$ cat src/rtl/lcd_frame_writer.sv
// Frame feeder for the SPI LCD transmitter FIFO: window/RAMWR preamble in byte mode, then pixels in word mode.
// Define LCD_TEST_PATTERN_EN to replace the pixel input with built-in vertical colour bars.
`timescale 1ns/1ps
module lcd_frame_writer #(
  parameter int X_START    = 0,
  parameter int Y_START    = 0,
  parameter int WIDTH      = 128,
  parameter int HEIGHT     = 160,
  parameter int GAP8       = 16,
  parameter int GAP16      = 32,
  parameter int FIFO_LIMIT = 240
) (
  input  logic        clk,
  input  logic        reset,
  input  logic        i_start,
  input  logic        i_pix_valid,
  input  logic [15:0] i_pix_data,
  output logic        o_pix_ready,
  input  logic        i_init_done,
  input  logic        i_running,
  output logic        o_en,
  output logic        o_we,
  output logic        o_mode,
  output logic [15:0] o_data,
  output logic        o_busy,
  output logic        o_frame_done
);

  typedef enum logic [2:0] {IDLE, WAIT_INIT, CMD, CMD_DRAIN, PIX, PIX_DRAIN} state_e;

  localparam logic [7:0]  X_FIRST    = 8'(X_START);
  localparam logic [7:0]  X_LAST     = 8'(X_START + WIDTH - 1);
  localparam logic [7:0]  Y_FIRST    = 8'(Y_START);
  localparam logic [7:0]  Y_LAST     = 8'(Y_START + HEIGHT - 1);
  localparam logic [14:0] PIX_LAST   = 15'(WIDTH * HEIGHT - 1);
  localparam logic [8:0]  LIMIT      = 9'(FIFO_LIMIT);
  localparam logic [15:0] GAP8_LAST  = 16'(GAP8 - 1);
  localparam logic [15:0] GAP16_LAST = 16'(GAP16 - 1);

  state_e      state_q, state_d;
  logic [3:0]  cmd_idx_q, cmd_idx_d;
  logic [14:0] pix_cnt_q, pix_cnt_d;
  logic [8:0]  occ_q, occ_d;
  logic [15:0] timer_q, timer_d;
  logic        en_q;
  logic        we_q, we_d;
  logic        mode_q, mode_d;
  logic        done_q, done_d;
  logic [15:0] data_q, data_d;
  logic [15:0] cmd_word, pix_word;
  logic        has_credit, drained, drain, pix_take;

  assign has_credit = occ_q < LIMIT;
  assign drained    = (occ_q == 9'd0) && !i_running;

  // Byte-mode words carry the byte in [15:8] and D/C in bit 0.
  always_comb begin
    cmd_word = 16'h0000;
    case (cmd_idx_q)
      4'd0:                   cmd_word = 16'h2A00;
      4'd1, 4'd3, 4'd6, 4'd8: cmd_word = 16'h0001;
      4'd2:                   cmd_word = {X_FIRST, 8'h01};
      4'd4:                   cmd_word = {X_LAST, 8'h01};
      4'd5:                   cmd_word = 16'h2B00;
      4'd7:                   cmd_word = {Y_FIRST, 8'h01};
      4'd9:                   cmd_word = {Y_LAST, 8'h01};
      4'd10:                  cmd_word = 16'h2C00;
      default:                cmd_word = 16'h0000;
    endcase
  end

`ifdef LCD_TEST_PATTERN_EN
  localparam int         BAR_W    = (WIDTH >= 8) ? WIDTH / 8 : 1;
  localparam logic [7:0] COL_LAST = 8'(WIDTH - 1);
  localparam logic [7:0] BAR_LAST = 8'(BAR_W - 1);

  logic [7:0] col_q, col_d;
  logic [7:0] bar_cnt_q, bar_cnt_d;
  logic [2:0] bar_q, bar_d;

  assign o_pix_ready = 1'b0;
  assign pix_take    = (state_q == PIX) && has_credit;

  always_comb begin
    pix_word = 16'h0000;
    case (bar_q)
      3'd0: pix_word = 16'hF800;
      3'd1: pix_word = 16'h07E0;
      3'd2: pix_word = 16'h001F;
      3'd3: pix_word = 16'hFFE0;
      3'd4: pix_word = 16'hF81F;
      3'd5: pix_word = 16'h07FF;
      3'd6: pix_word = 16'hFFFF;
      default: pix_word = 16'h0000;
    endcase
  end

  // Bar index saturates at 7 so widths not divisible by 8 pad the last bar.
  always_comb begin
    col_d     = col_q;
    bar_cnt_d = bar_cnt_q;
    bar_d     = bar_q;
    if (state_q == IDLE || (pix_take && col_q == COL_LAST)) begin
      col_d     = 8'd0;
      bar_cnt_d = 8'd0;
      bar_d     = 3'd0;
    end else if (pix_take) begin
      col_d = col_q + 8'd1;
      if (bar_cnt_q == BAR_LAST) begin
        bar_cnt_d = 8'd0;
        bar_d     = (bar_q == 3'd7) ? 3'd7 : bar_q + 3'd1;
      end else begin
        bar_cnt_d = bar_cnt_q + 8'd1;
      end
    end
  end

  always_ff @(posedge clk) begin
    if (reset) begin
      col_q     <= 8'd0;
      bar_cnt_q <= 8'd0;
      bar_q     <= 3'd0;
    end else begin
      col_q     <= col_d;
      bar_cnt_q <= bar_cnt_d;
      bar_q     <= bar_d;
    end
  end
`else
  assign o_pix_ready = (state_q == PIX) && has_credit;
  assign pix_take    = o_pix_ready && i_pix_valid;
  assign pix_word    = i_pix_data;
`endif

  always_comb begin
    state_d   = state_q;
    cmd_idx_d = cmd_idx_q;
    pix_cnt_d = pix_cnt_q;
    mode_d    = mode_q;
    data_d    = data_q;
    we_d      = 1'b0;
    done_d    = 1'b0;
    case (state_q)
      IDLE: begin
        if (i_start) begin
          cmd_idx_d = 4'd0;
          pix_cnt_d = 15'd0;
          state_d   = i_init_done ? CMD : WAIT_INIT;
        end
      end
      WAIT_INIT: begin
        if (i_init_done) state_d = CMD;
      end
      CMD: begin
        if (has_credit) begin
          we_d      = 1'b1;
          data_d    = cmd_word;
          cmd_idx_d = cmd_idx_q + 4'd1;
          if (cmd_idx_q == 4'd10) state_d = CMD_DRAIN;
        end
      end
      CMD_DRAIN: begin
        if (drained) begin
          mode_d  = 1'b1;
          state_d = PIX;
        end
      end
      PIX: begin
        if (pix_take) begin
          we_d      = 1'b1;
          data_d    = pix_word;
          pix_cnt_d = pix_cnt_q + 15'd1;
          if (pix_cnt_q == PIX_LAST) state_d = PIX_DRAIN;
        end
      end
      PIX_DRAIN: begin
        if (drained) begin
          mode_d  = 1'b0;
          done_d  = 1'b1;
          state_d = IDLE;
        end
      end
      default: state_d = IDLE;
    endcase
  end

  // Occupancy counts a word from the edge its write pulse becomes visible, so credit never overshoots.
  always_comb begin
    drain   = (occ_q != 9'd0) && (timer_q == (mode_q ? GAP16_LAST : GAP8_LAST));
    timer_d = timer_q;
    if (occ_q == 9'd0 || drain) timer_d = 16'd0;
    else                        timer_d = timer_q + 16'd1;
    occ_d = occ_q + {8'd0, we_d} - {8'd0, drain};
  end

  always_ff @(posedge clk) begin
    if (reset) begin
      state_q   <= IDLE;
      cmd_idx_q <= 4'd0;
      pix_cnt_q <= 15'd0;
      occ_q     <= 9'd0;
      timer_q   <= 16'd0;
      en_q      <= 1'b0;
      we_q      <= 1'b0;
      mode_q    <= 1'b0;
      done_q    <= 1'b0;
      data_q    <= 16'h0000;
    end else begin
      state_q   <= state_d;
      cmd_idx_q <= cmd_idx_d;
      pix_cnt_q <= pix_cnt_d;
      occ_q     <= occ_d;
      timer_q   <= timer_d;
      en_q      <= 1'b1;
      we_q      <= we_d;
      mode_q    <= mode_d;
      done_q    <= done_d;
      data_q    <= data_d;
    end
  end

  assign o_en         = en_q;
  assign o_we         = we_q;
  assign o_mode       = mode_q;
  assign o_data       = data_q;
  assign o_frame_done = done_q;
  assign o_busy       = state_q != IDLE;

endmodule

$ cat config.mk
export PLATFORM = sky130hd
export DESIGN_NAME = lcd_frame_writer
export DESIGN_NICKNAME = d
export VERILOG_FILES = /design/src/rtl/lcd_frame_writer.sv
export SDC_FILE = /design/constraint.sdc
export NUM_CORES = 1
export LEC_CHECK = 0
export ABC_AREA = 1
export CORE_MARGIN = 3
export CORE_UTILIZATION = 45
export DETAILED_ROUTE_END_ITERATION = 16
export MAX_ROUTING_LAYER = met4
export PLACE_DENSITY_LB_ADDON = 0.15
export SLEW_MARGIN = 10
export SYNTH_ARGS = -nofsm -noshare
export SYNTH_HDL_FRONTEND = slang
export SYNTH_SLANG_ARGS = --single-unit
export TNS_END_PERCENT = 5
$ cat constraint.sdc
create_clock -name clk -period 3.8 [get_ports clk]
set_input_delay 0.76 -clock clk [delete_from_list [all_inputs] [get_ports clk]]
set_output_delay 0.76 -clock clk [all_outputs]
set_load 0.1 [all_outputs]
==> results.toml, run 1 <==
[critical_path]
crit_path_top_delay_cell = "fa_1"
startpoint_type = "register"
path_max_fanout = 4
r2r-start = "occ_q[8]$_SDFF_PP0_"
reg2reg_depth = 19
slowest_delay_ns = 0.38
rrSetupSlack_ns = 0.77
cp.required_ns = 4.08
path_class = "reg2reg"
worstSetupEndpointType = "register"
worst-path-buf-inv = 4
crit_chain = "inv_1 > ha_1 > nand3_1 > nand2_1 > nor2_4 > nand2_4 > nand2_2 > clkinv_1 > ha_1 > inv_1 > ha_1 > fa_1 > nand2_1 > inv_1 > o21ai_0 > nand2_1 > a21oi_1 > o21ai_0 > a21oi_1"
worst_ep_arrival_time_ns = 3.31
rr_endpoint = "occ_q[6]$_SDFF_PP0_"
path_delay_family = "adder cells"

[synthesis]
synth_cell_type_count = 36
synth_edf_count = 0
ys_seq_area_share_pct = 39.3
synth_top_flop_cell = "dfxtp_1"
syn_avg_cell_area_um2 = 7.23
yosys_warnings = 0
async_flop_share_pct = 0
synth_nets = 581
ys_seq_elements = 76
syn_area_um2 = 3870
syn_inst = 536

[timing]
max_freq_mhz = 330
drv_slew = 0
setup_viol = 0
tightest_slew_ns = 0.997
hold_viol_final = 0
relSlewSlack_pct = 33.3
fin_skew_ns = 0.0140
finalSetupTns_ns = 0
min_period_over_period_pct = 79.8
rsz0062_at_grt = "false"
min_period_ns = 3.03

[cts]
clock_path_buffers = 2
path_clk_slew_ns = 0.08
cts.sinks = 76
post-cts-setup-buffers = 0
cts_max_level = 3
clk_latency_ns = 0.36
ctsResizeCount = 0
cts_tree = "built"
numCtsBuffers = 9
cts_root_buf = "clkbuf_8"
hold_buffers = 0

[finish]
nets = 626
final_common_cell = "nand2_1"
drive_above_1_share_pct = 7.68
final_cell_mix = "nand2_1 (107), dfxtp_1 (76), nor2_1 (66)"
n_antenna_cell = 0
area_growth_pct = 18.9
postLayoutCoreUtil_pct = 55.5

[floorplan]
initial_core_util_pct = 46.7
std_cell_rows = 33
die_w_um = 98.8
dieArea_um2 = 9760
io_pins = 44
core_area_um2 = 8300
die_y_um = 98.8

[routing]
initialDrtViolationCount = 92
route.detailed.drc = 0
num_vias = 3515
drt-total-wl_um = 8610
post_drt_wl_per_cell_um = 12.5
drt_first_pass_iters = 4
drt.antenna.violating_nets = 0
vias_per_cell = 5.09

[global_route]
grt_pass1_vias = 3311
track_usage_pct = 19.0
globalRouteOverflowTotal = 0
grt_max_degree = 27
grt_pass1_wl_um = 14800
antenna_found_initial = 0

[placed_design]
hpwlAfterDp_um = 6370
port_buffers = 43
finalWeightedCongestion = 0.823

[pwr]
ir_worst_vdd_v = 0.000390
leakagePower_nw = 1.91
p_total_mw = 3.30
p_per_area_nw_per_um2 = 716

[hold_path]
whs_path_depth = 2
hp-class = "reg2reg"
whs_endpoint = "o_data[8]$_SDFFE_PP0P_"
hp-start = "cmd_word[8]$_DFF_P_"

[run]
cap_viol_max_count = 0

[run_status]
outcome = "complete, no violations"
[layer usage]
layer | vias up | GRT usage [%] | share of wire, %
met4 | 0 | 5.99 | 1.8
met1 | 1634 | 22.4 | 46
met3 | 15 | 4.53 | 2.8
met5 | - | - | 0
li1 | 1830 | - | -
met2 | 36 | 32.1 | 49
[area by class of cell]
type / instances / area, µm²
inverters: 68 / 255
repair buffers: 47 / 455
fillers: 787 / 3690
clock buffers: 10 / 138
multi-input cells: 379 / 2020
clock inverters: 6 / 87.6
flip-flops and latches: 76 / 1520
well taps: 105 / 131
[worst min-delay path, stage by stage, from the launching register on]
cell and delay, ns:
dfxtp_1 0.30, nand2_1 0.05, a31oi_1 0.07
[report_power, final]
group / internal [mW] / switching, mW / total (mW) / leakage [nW]
clock network: 0.388 / 0.308 / 0.695 / 0.116
logic: 0.456 / 1.10 / 1.56 / 1.18
registers: 0.942 / 0.106 / 1.05 / 0.619
[registers in the layout, indices dropped and copies added (netlist names)]
name,flops
cmd_idx_q,4
cmd_word,9
o_data,16
o_en,1
o_frame_done,1
o_mode,1
o_we,1
occ_q,9
pix_cnt_q,15
state_q,3
timer_q,16
[synth_stat cells (2+ instances only)]
cell	n	area share, %
nand2_4	4	1.2
xor2_1	6	1.4
nand3b_1	2	0.39
nand4_1	12	1.9
buf_4	2	0.39
clkbuf_1	6	0.58
clkinv_1	2	0.19
ha_1	22	7.1
nor2_1	66	6.4
buf_6	3	0.87
o21ai_0	24	3.1
nand3_1	46	5.9
inv_2	3	0.29
nor2_4	3	0.87
nand2_2	3	0.48
nand2_1	107	10
nor3_1	21	2.7
o21a_1	2	0.39
nand3_2	5	1.3
a21oi_1	32	4.1
inv_1	63	6.1
dfxtp_1	76	39
a31oi_1	11	1.8
or2_2	3	0.48
[kinds of logic after synthesis]
kind of cell,after synthesis,synth area share (%)
compound gates,74,10.3
xor+xnor,7,1.58
fa+ha+maj,23,7.62
buf+inv,81,8.65
flops,76,39.3
simple gates,275,32.5
[per-stage QoR]
step / cells / hold WS (ns) / setup WS, ns / area [µm²]
after global placement: 675 / 0.447 / 0.551 / 4380
after floorplan: 536 / 0.430 / 0.403 / 3870
after detailed placement: 675 / 0.454 / 0.476 / 4380
after CTS: 691 / 0.462 / 0.764 / 4610
after global routing: 691 / 0.472 / 0.404 / 4610
final: 691 / 0.459 / 0.768 / 4610
[worst max path at each step]
stage | from | slack, ns | depth (start not counted) | to
after floorplan | occ_q[8]$_SDFF_PP0_ | 0.40 | 19 | occ_q[6]$_SDFF_PP0_
after global placement | i_pix_valid | 0.55 | 15 | occ_q[6]$_SDFF_PP0_
after detailed placement | i_pix_valid | 0.48 | 15 | occ_q[6]$_SDFF_PP0_
after CTS | occ_q[8]$_SDFF_PP0_ | 0.76 | 19 | occ_q[6]$_SDFF_PP0_
after global routing | occ_q[8]$_SDFF_PP0_ | 0.40 | 19 | occ_q[6]$_SDFF_PP0_
final | occ_q[8]$_SDFF_PP0_ | 0.77 | 19 | occ_q[6]$_SDFF_PP0_
Note: power is estimated with default switching activity, not from simulation.
==> run 2: changes to the inputs <==
==> constraint.sdc (replaced) <==
create_clock -name clk -period 3.12 [get_ports clk]
set_input_delay 0.624 -clock clk [delete_from_list [all_inputs] [get_ports clk]]
set_output_delay 0.624 -clock clk [all_outputs]
set_load 0.1 [all_outputs]
==> results.toml, run 2 (synthesized netlist as in run 1, its figures left out) <==
[floorplan]
core_area_um2 = 8300
std_cell_rows = 33
die_y_um = 98.8
io_pins = 44
initial_core_util_pct = 46.7
dieArea_um2 = 9760
die_w_um = 98.8

[finish]
drive_above_1_share_pct = 12.9
n_antenna_cell = 0
area_growth_pct = 19.0
final_common_cell = "nand2_1"
nets = 630
final_cell_mix = "nand2_1 (106), dfxtp_1 (76), nor2_1 (66)"

[critical_path]
path_max_fanout = 9
startpoint_type = "register"
cp.required_ns = 3.40
rrSetupSlack_ns = 0.30
worstSetupEndpointType = "register"
path_class = "reg2reg"
worst_ep_arrival_time_ns = 3.10

[routing]
wl_met1_um = 3980
drt_first_pass_iters = 4
routed.top_layer = "met4"
wl_met3_um = 292
post_drt_wl_per_cell_um = 12.3
route.detailed.drc = 0
num_vias = 3499
drt-total-wl_um = 8540
vias_per_cell = 5.04
wl_met2_um = 4140
drt.antenna.violating_nets = 0
initialDrtViolationCount = 137

[timing]
fin_skew_ns = 0.0125
rsz0062_at_grt = "false"
max_freq_mhz = 355
min_period_ns = 2.82
tightest_slew_ns = 0.526
relSlewSlack_pct = 64.9
drv_slew = 0
min_period_over_period_pct = 90.3
setup_viol = 0
hold_viol_final = 0
fin_hold_ws_ns = 0.458
finalSetupTns_ns = 0

[cts]
cts.sinks = 76
post-cts-setup-buffers = 0
cts_tree = "built"
numCtsBuffers = 9
hold_buffers = 0
path_clk_slew_ns = 0.09
cts_max_level = 3
ctsResizeCount = 0
cts_root_buf = "clkbuf_8"
clk_latency_ns = 0.34
clock_path_buffers = 2

[pwr]
ir_worst_vdd_v = 0.000432
p_per_area_nw_per_um2 = 875
leakagePower_nw = 1.96
p_total_mw = 4.03

[global_route]
grt_max_degree = 26
antenna_found_initial = 0
grt_pass1_vias = 3311
track_usage_pct = 19.0
grt_pass1_wl_um = 14900
globalRouteOverflowTotal = 0

[run_status]
outcome = "complete, no violations"

[placed_design]
port_buffers = 43
hpwlAfterDp_um = 6350
finalWeightedCongestion = 0.827

[hold_path]
hp-class = "reg2reg"

[run]
cap_viol_max_count = 0
[run 2: cell types whose count changed in the layout (fill, tap and decap cells not counted), sizes merged]
cell / delta
buf: +24
clkdlybuf4s50: -20
clkbuf: -1
clkinv: -1
clkinvlp: +1
[run 2: worst paths after layout]
path | start | to | cells past startpoint
setup / recovery | state_q[1]$_SDFFE_PP0P_ | occ_q[6]$_SDFF_PP0_ | 16
hold / removal | cmd_word[8]$_DFF_P_ | o_data[8]$_SDFFE_PP0P_ | 2
setup reg to reg | state_q[1]$_SDFFE_PP0P_ | occ_q[6]$_SDFF_PP0_ | 16
hold reg to reg | cmd_word[8]$_DFF_P_ | o_data[8]$_SDFFE_PP0P_ | 2
[run 2: final cells by class]
| class | count | area (µm²) |
|---|---|---|
| Multi-Input combinational cell | 379 | 2050 |
| Clock buffer | 9 | 124 |
| Timing Repair Buffer | 51 | 435 |
| Tap cell | 105 | 131 |
| Fill cell | 799 | 3690 |
| Sequential cell | 76 | 1520 |
| Clock inverter | 6 | 90.1 |
| Inverter | 68 | 260 |
[run 2: per-stage QoR]
stage | utilization (%) | cells | area [µm²] | setup slack, ns
4_1_cts | 55.5 | 694 | 4610 | 0.317
3_5_place_dp | 53.0 | 679 | 4400 | 0.131
5_1_grt | 55.5 | 694 | 4610 | 0.135
2_1_floorplan | - | 536 | 3910 | 0.0111
6_report | 55.5 | 694 | 4610 | 0.302
3_3_place_gp | 53.0 | 679 | 4400 | 0.154
[run 2: routing by layer]
metal | track usage, % | up-vias
met5 | - | -
met4 | 6.20 | 0
met3 | 4.39 | 12
met2 | 30.6 | 42
met1 | 23.7 | 1601
li1 | - | 1844
[run 2: worst max-delay path, cell delays in order, from the launching register on]
cell and delay, ns:
dfxtp_1 0.53, nand2_1 0.11, nor2_2 0.23, nand3_2 0.16
nand2_4 0.11, clkinv_4 0.05, ha_1 0.26, inv_1 0.04
ha_2 0.17, fa_2 0.33, nand2_1 0.07, inv_1 0.05
o21ai_1 0.11, nand2_1 0.12, a21oi_2 0.18, o21ai_0 0.10
a21oi_1 0.12
[run 2: power by group]
| group | internal [mW] | switching [mW] |
|---|---|---|
| clock network | 0.447 | 0.372 |
| logic | 0.565 | 1.37 |
| registers | 1.15 | 0.132 |
==> run 3: changes to the inputs <==
--- a/config.mk
+++ b/config.mk
@@ -7,8 +7,9 @@
 export LEC_CHECK = 0
 export ABC_AREA = 1
 export CORE_MARGIN = 3
-export CORE_UTILIZATION = 45
+export CORE_UTILIZATION = 44
 export DETAILED_ROUTE_END_ITERATION = 16
+export GPL_TIMING_DRIVEN = 0
 export MAX_ROUTING_LAYER = met4
 export PLACE_DENSITY_LB_ADDON = 0.15
 export SLEW_MARGIN = 10
==> constraint.sdc (replaced) <==
create_clock -name clk -period 2.87 [get_ports clk]
set_input_delay 0.574 -clock clk [delete_from_list [all_inputs] [get_ports clk]]
set_output_delay 0.574 -clock clk [all_outputs]
set_load 0.1 [all_outputs]
==> results.toml, run 3 (synthesized netlist as in run 1, its figures left out) <==
[run]
cap_viol_max_count = 0

[placed_design]
placed_area_um2 = 4460
finalWeightedCongestion = 0.845
hpwlAfterDp_um = 6750
port_buffers = 42
place_inst = 683

[critical_path]
cp.required_ns = 2.30
slowest_delay_ns = 0.84
startpoint_type = "register"
worst-path-buf-inv = 3
crit_chain = "inv_4 > ha_4 > nand3_4 > nand2_4 > nor2_4 > buf_4 > dlygate4sd2_1"
worstSetupEndpointType = "primary output"
crit_path_top_delay_cell = "dlygate4sd2_1"
worst_ep_arrival_time_ns = 2.25
path_max_fanout = 4
path_class = "reg2out"
path_delay_family = "buffers and inverters"

[cts]
cts_tree = "built"
cts_max_level = 3
clk_latency_ns = 0.36
clock_path_buffers = 2
numCtsBuffers = 9
cts.sinks = 76
cts_root_buf = "clkbuf_8"
hold_buffers = 0
path_clk_slew_ns = 0.09

[timing]
min_period_over_period_pct = 98.4
tightest_slew_ns = 1.00
min_period_ns = 2.82
fin_hold_ws_ns = 0.457
hold_viol_final = 0
relSlewSlack_pct = 33.1
setup_viol = 0
drv_slew = 0
fin_skew_ns = 0.0157
max_freq_mhz = 354

[global_route]
antenna_found_initial = 0
globalRouteOverflowTotal = 0
track_usage_pct = 19.5
grt_pass1_wl_um = 15400
grt_pass1_vias = 3461
grt_max_degree = 15

[pwr]
p_total_mw = 4.60
leakagePower_nw = 1.98
ir_worst_vdd_v = 0.000523
p_per_area_nw_per_um2 = 948

[run_status]
outcome = "complete, no violations"

[routing]
wl_met2_um = 4370
vias_per_cell = 5.00
wl_met3_um = 211
drt-total-wl_um = 9050
routed.top_layer = "met4"
route.detailed.drc = 0
wl_met1_um = 4330
post_drt_wl_per_cell_um = 12.7
drt_first_pass_iters = 4
drt.antenna.violating_nets = 0
initialDrtViolationCount = 100
num_vias = 3557

[finish]
postLayoutCoreUtil_pct = 57.9
area_growth_pct = 25.3
n_antenna_cell = 0
nets = 647
final_common_cell = "nand2_1"
instances_no_fill = 712
drive_above_1_share_pct = 12.4
stdcell_area_um2 = 4860
final_cell_mix = "nand2_1 (104), dfxtp_1 (75), nor2_1 (66)"

[floorplan]
die_w_um = 99.8
core_area_um2 = 8380
die_y_um = 99.8
initial_core_util_pct = 46.2
io_pins = 44
dieArea_um2 = 9970
std_cell_rows = 33

[hold_path]
hp-class = "reg2reg"
[run 3: changes by cell type in the layout (fill, tap and decap cells not counted), sizes merged]
| cell | before | now |
|---|---|---|
| buf | 30 | 20 |
| bufinv | 2 | 1 |
| clkbuf | 9 | 16 |
| clkdlybuf4s50 | 21 | 41 |
| clkinv | 5 | 2 |
| clkinvlp | 1 | 3 |
| dlygate4sd2 | 0 | 1 |
| inv | 66 | 68 |
[run 3: worst paths after layout]
check,slack [ns],to,startpoint,cells after the start
setup / recovery,0.05,o_pix_ready,occ_q[8]$_SDFF_PP0_,7
hold / removal,0.46,o_data[8]$_SDFFE_PP0P_,cmd_word[8]$_DFF_P_,2
setup reg to reg,0.13,occ_q[8]$_SDFF_PP0_,occ_q[8]$_SDFF_PP0_,20
hold reg to reg,0.46,o_data[8]$_SDFFE_PP0P_,cmd_word[8]$_DFF_P_,2
[run 3: where the power goes]
group / internal (mW) / switching, mW
logic: 0.768 / 1.60
clock network: 0.431 / 0.427
registers: 1.25 / 0.130
total: 2.45 / 2.15
[run 3: per-stage QoR]
step / setup TNS, ns / setup WS (ns)
4_1_cts: 0 / 0.0122
5_1_grt: -0.0217 / -0.0164
3_3_place_gp: -0.820 / -0.301
2_1_floorplan: -0.532 / -0.209
6_report: 0 / 0.0470
3_5_place_dp: -0.862 / -0.322
[run 3: layout make-up]
class	instances	area, µm²
plain buffers	13	80.1
repair buffers	55	517
fillers	799	3520
clock inverters	6	70.1
inverters	68	270
multi-input cells	379	2130
clock buffers	10	138
well taps	105	131
flip-flops and latches	76	1520
[run 3: per-layer routing]
metal  up-vias  global-route usage (%)
met5         -                       -
met4         0                    7.88
met2        41                    32.1
met3        13                    2.92
li1       1880                       -
met1      1623                    24.1
[run 3: repair_timing]
action                                  in CTS  in global routing
setup buffers                                0                 13
gates resized for setup                      4                 13
endpoints found under the setup margin       3                  3
pin swaps                                    4                  9
[run 3: worst min-delay path, delay by kind of cell, from the launching register on]
family / cells / cell delay (ns)
AND/OR/NAND/NOR: 1 / 0.05
AO/OA/AOI/OAI: 1 / 0.07
flip-flops: 1 / 0.30
==> RTL edit 1, RTL diff (config.mk and constraints of run 2) <==
Re-encode `state_e` (6 states) as Gray code, 3 bits wide.
--- a/src/rtl/lcd_frame_writer.sv
+++ b/src/rtl/lcd_frame_writer.sv
@@ -26,7 +26,7 @@
   output logic        o_frame_done
 );
 
-  typedef enum logic [2:0] {IDLE, WAIT_INIT, CMD, CMD_DRAIN, PIX, PIX_DRAIN} state_e;
+  typedef enum logic [2:0] {IDLE = 3'b000, WAIT_INIT = 3'b001, CMD = 3'b011, CMD_DRAIN = 3'b010, PIX = 3'b110, PIX_DRAIN = 3'b111} state_e;
 
   localparam logic [7:0]  X_FIRST    = 8'(X_START);
   localparam logic [7:0]  X_LAST     = 8'(X_START + WIDTH - 1);
Function: no difference found for any inputs over 10 cycles, from zero or initial values and one cycle with reset high; not proved beyond that.
==> RTL edit 1 against run 2 <==
  * Count of clock-buffer cells in the layout up 2
  * Total power is 14% lower
  * Setup slack gained 0.023 ns
  * Non-clock buffer count down 2
  * Highest routed layer unchanged
  * Clock power decreased by 13%
  * Area after synthesis rose by 3.3%
  * Wire length rose by 1.9%
  * Sequential cell count unchanged
  * Critical endpoint unchanged
  * First-iteration DRC count increased by 50%
  * Design area is 3.0% higher
==> RTL edit 1: results (changes against run 2) <==
Route:
- The number of vias in the routed layout is 3605 (+3.0%).
- The post-detailed-route wirelength per cell is 12.22 um (-0.70%).
- The number of detailed-route iterations in the first pass is 5 (+1).
- The DRC marker count from the first detailed-route iteration is 206 (+50%).

Min path:
- The number of instances on the worst hold path is 1 (-1).
- The path with the worst hold slack has its endpoint at timer_q[0].

Pwr:
- The maximum ir drop on the vdd rail is 396.8 uV (-8.2%).
- The power drawn by the clock network is 713 uW (-13%).
- The leakage power of the design came to 1.912 nW (-2.3%).
- The switching power of the nets is 1.524 mW (-19%).
- The sequential cell power is 1.23 mW (-4%).

Global route:
- The wire length of the first global-routing pass is 14800 um (-0.51%).
- The global router's overall resource usage is 0.1831 (-0.007400).

Finish:
- The number of nets in the final layout is 647 (+2.7%).
- The fraction of final layout cells sized beyond drive strength 1 came to 0.1466 (+0.01759).
- The count of filler cells inserted in the layout is 794 (-0.63%).

Critical path:
- The startpoint identified for the worst register-to-register timing path is timer_q[0].
- The data arrival time at the worst-slack endpoint is 3.03 ns (-0.07 ns).
- The largest fanout of any net on the critical path is 5 (-4).
- The largest stage delay on the critical path is 0.36 ns (-0.17 ns).

Logic synthesis:
- The share of the synthesized area in compound gates (AO/OA/AOI/OAI) is 0.1181 (+0.01480).
- The area share of xor/xnor cells in the synthesized design is 0.01312 (-0.002697).
- The adder-cell share of the synthesized area came to 0.07375 (-0.002453).
- The number of distinct library cell variants in the gate-level netlist after synthesis came to 33 (-8.3%).

Place:
- The HPWL reported at the end of detailed placement is 6452 um (+1.6%).

Status:
- The run finished with clean final reports.
RTL edit 1: cell count changes in the layout (fill, tap and decap cells not counted), sizes merged, moves of 5 or more:
cell | before | now
o21ai | 25 | 32
nor2 | 70 | 63
nand2 | 114 | 124
nand4 | 12 | 17
nor3 | 21 | 13
a21oi | 33 | 43
RTL edit 1: final cells by class:
class                   count  area share
multi-input cells         396      0.4672
flip-flops and latches     76      0.3209
repair buffers             49     0.08858
inverters                  70     0.05695
clock buffers              11     0.02768
well taps                 105     0.02768
clock inverters             5     0.01107
RTL edit 1: cell families after synthesis:
| logic type | Yosys count |
|---|---|
| simple gates | 279 |
| xor+xnor | 6 |
| flops | 76 |
| compound gates | 88 |
| buf+inv | 82 |
| fa+ha+maj | 23 |
RTL edit 1: worst max-delay path by stage:
stage                      startpoint        to  slack, ns  cells past startpoint
after detailed placement  i_pix_valid  occ_q[6]       0.11                     15
final                      timer_q[0]  occ_q[6]       0.32                     16
after global placement    i_pix_valid  occ_q[6]       0.14                     15
after CTS                  timer_q[0]  occ_q[6]       0.25                     16
after floorplan              occ_q[8]  occ_q[6]      -0.07                     19
after global routing       timer_q[0]  occ_q[6]       0.02                     16
RTL edit 1: routing by layer:
layer  part of all wire  wire [um]  GRT usage  vias to the layer above
li1                   -          -          -                     1912
met2               0.44       3827     0.2890                       87
met4              0.011         93    0.04041                        0
met1               0.50       4344     0.2403                     1596
met3              0.050        435    0.04170                       10
met5                  0          0          -                        -
RTL edit 1: stage by stage:
stage	TNS, ns	std cells	power [mW]	setup WS [ns]	instance area, um2
global route	0	712	3.732	0.02478	4746
floorplan	-0.06619	554	2.502	-0.06619	4079
global placement	0	696	2.756	0.1367	4558
finish	0	712	3.469	0.3246	4746
CTS	0	712	3.501	0.2534	4742
detailed placement	0	696	2.779	0.1099	4558
==> RTL edit 2, RTL diff (config.mk and constraints of run 2) <==
Made on the original files. The parameter `FIFO_LIMIT` goes from 240 to 120.
--- a/src/rtl/lcd_frame_writer.sv
+++ b/src/rtl/lcd_frame_writer.sv
@@ -8,7 +8,7 @@
   parameter int HEIGHT     = 160,
   parameter int GAP8       = 16,
   parameter int GAP16      = 32,
-  parameter int FIFO_LIMIT = 240
+  parameter int FIFO_LIMIT = 120
 ) (
   input  logic        clk,
   input  logic        reset,
Behaviour: no difference found for any inputs over 10 cycles, from zero or initial values and one cycle with reset high; that may be too few to reach the edited logic, so the function may still have changed.
==> RTL edit 2 against run 2 <==
  * Setup slack worse by 0.028 ns
  * Area after synthesis up 4.7%
  * Critical path depth up 2
  * Total power down 1.3%
  * Sequential cell count unchanged
  * Design area up 4.5%
  * Wire length up 2.4%
  * Fmax down 0.98%
  * Critical path type unchanged
  * Largest cell class unchanged
==> RTL edit 2: results (changes against run 2) <==
Pwr:
- The leakage power of the design came to 2.017 nW (+3.1%).
- The cell-internal power was 2.198 mW (+1.7%).

Global route:
- The global router's overall resource usage is 0.1843 (-0.006158).
- The maximum number of pins on one net before global-route repair is 33 (+27%).
- The via count of the first global-routing pass is 3287 (-0.72%).
- The wire length of the first global-routing pass is 14860 um (about the same).

Logic synthesis:
- The mean instance size in the synthesized netlist is 7.313 um2 (+1.2%).
- By count the netlist is led by nand2_1 (117), dfxtp_1 (76), inv_1 (64).
- The sequential share of the synthesized area is 0.3748 (-0.01779).
- After synthesis, the cell types taking the most area are dfxtp_1 (37%), nand2_1 (11%), ha_1 (7.1%).
- The post-synthesis net count was 601 (+3.4%).

Critical path:
- The startpoint of the lowest-slack register-to-register path is timer_q[0].
- The data arrival time at the worst-slack endpoint is 3.09 ns (about the same).
- The logic depth of the worst register-to-register path is 18 (+2).
- The endpoint identified for the worst register-to-register timing path is occ_q[8].
- The critical-path cell with the highest stage delay is fa_1.

Finish:
- The number of nets in the final layout is 651 (+3.3%).
- The fraction of final layout cells sized beyond drive strength 1 is 0.1492 (+0.02015).
- The final cell count without fillers is 718 (+3.5%).

STA:
- The upper clock frequency limit came to 351.4 MHz (-0.98%).
- The worst hold slack is 0.4290 ns (-0.02892 ns).
- The clock tree skew after final layout came to 0.007774 ns (-0.004697 ns).

Place:
- The global placement routability congestion came to 0.8254 (-0.15%).
- The cell area after placement is 4556 um2 (+3.6%).

Route:
- The post-detailed-routing wire length is 8740 um (+2.4%).

Status:
- The run finished with clean final reports.
-- RTL edit 2: worst max-delay path by stage --
| stage | startpoint | endpoint |
|---|---|---|
| 2_1_floorplan | o_mode | occ_q[8] |
| 3_3_place_gp | i_pix_valid | occ_q[8] |
| 3_5_place_dp | i_pix_valid | occ_q[8] |
| 4_1_cts | timer_q[0] | occ_q[8] |
| 5_1_grt | timer_q[1] | occ_q[8] |
| 6_report | timer_q[0] | occ_q[8] |
-- RTL edit 2: cell families (layout without fill, tap and decap cells) --
| logic type | after synthesis | after routing | synth area share |
|---|---|---|---|
| compound gates | 81 | 81 | 0.1104 |
| xor+xnor | 4 | 4 | 0.008633 |
| fa+ha+maj | 24 | 24 | 0.07583 |
| buf+inv | 84 | 139 | 0.08878 |
| flops | 76 | 76 | 0.3748 |
| simple gates | 286 | 286 | 0.3416 |
-- RTL edit 2: area by class of cell --
| cell class | count | area, um2 |
|---|---|---|
| fillers | 846 | 3906 |
| multi-input cells | 395 | 2198 |
| flip-flops and latches | 76 | 1523 |
| repair buffers | 50 | 440.4 |
| inverters | 73 | 281.5 |
| clock buffers | 13 | 168.9 |
| well taps | 108 | 135.1 |
| clock inverters | 3 | 67.56 |
-- RTL edit 2: metal layers --
layer	wire, um	vias up	global-route usage
li1	-	1911	-
met1	4330	1654	0.2428
met2	4013	52	0.2820
met3	318	7	0.03875
met4	78	0	0.06135
met5	0	-	-
-- RTL edit 2: power groups by stage --
stage | sequential, mW | clock (mW) | combinational, mW
3_5_place_dp | 1.27 | 0 | 1.84
6_report | 1.25 | 0.877 | 1.86
2_1_floorplan | 1.58 | 0 | 1.16
3_3_place_gp | 1.26 | 0 | 1.82
5_1_grt | 1.27 | 0.933 | 2.07
4_1_cts | 1.24 | 0.897 | 1.85
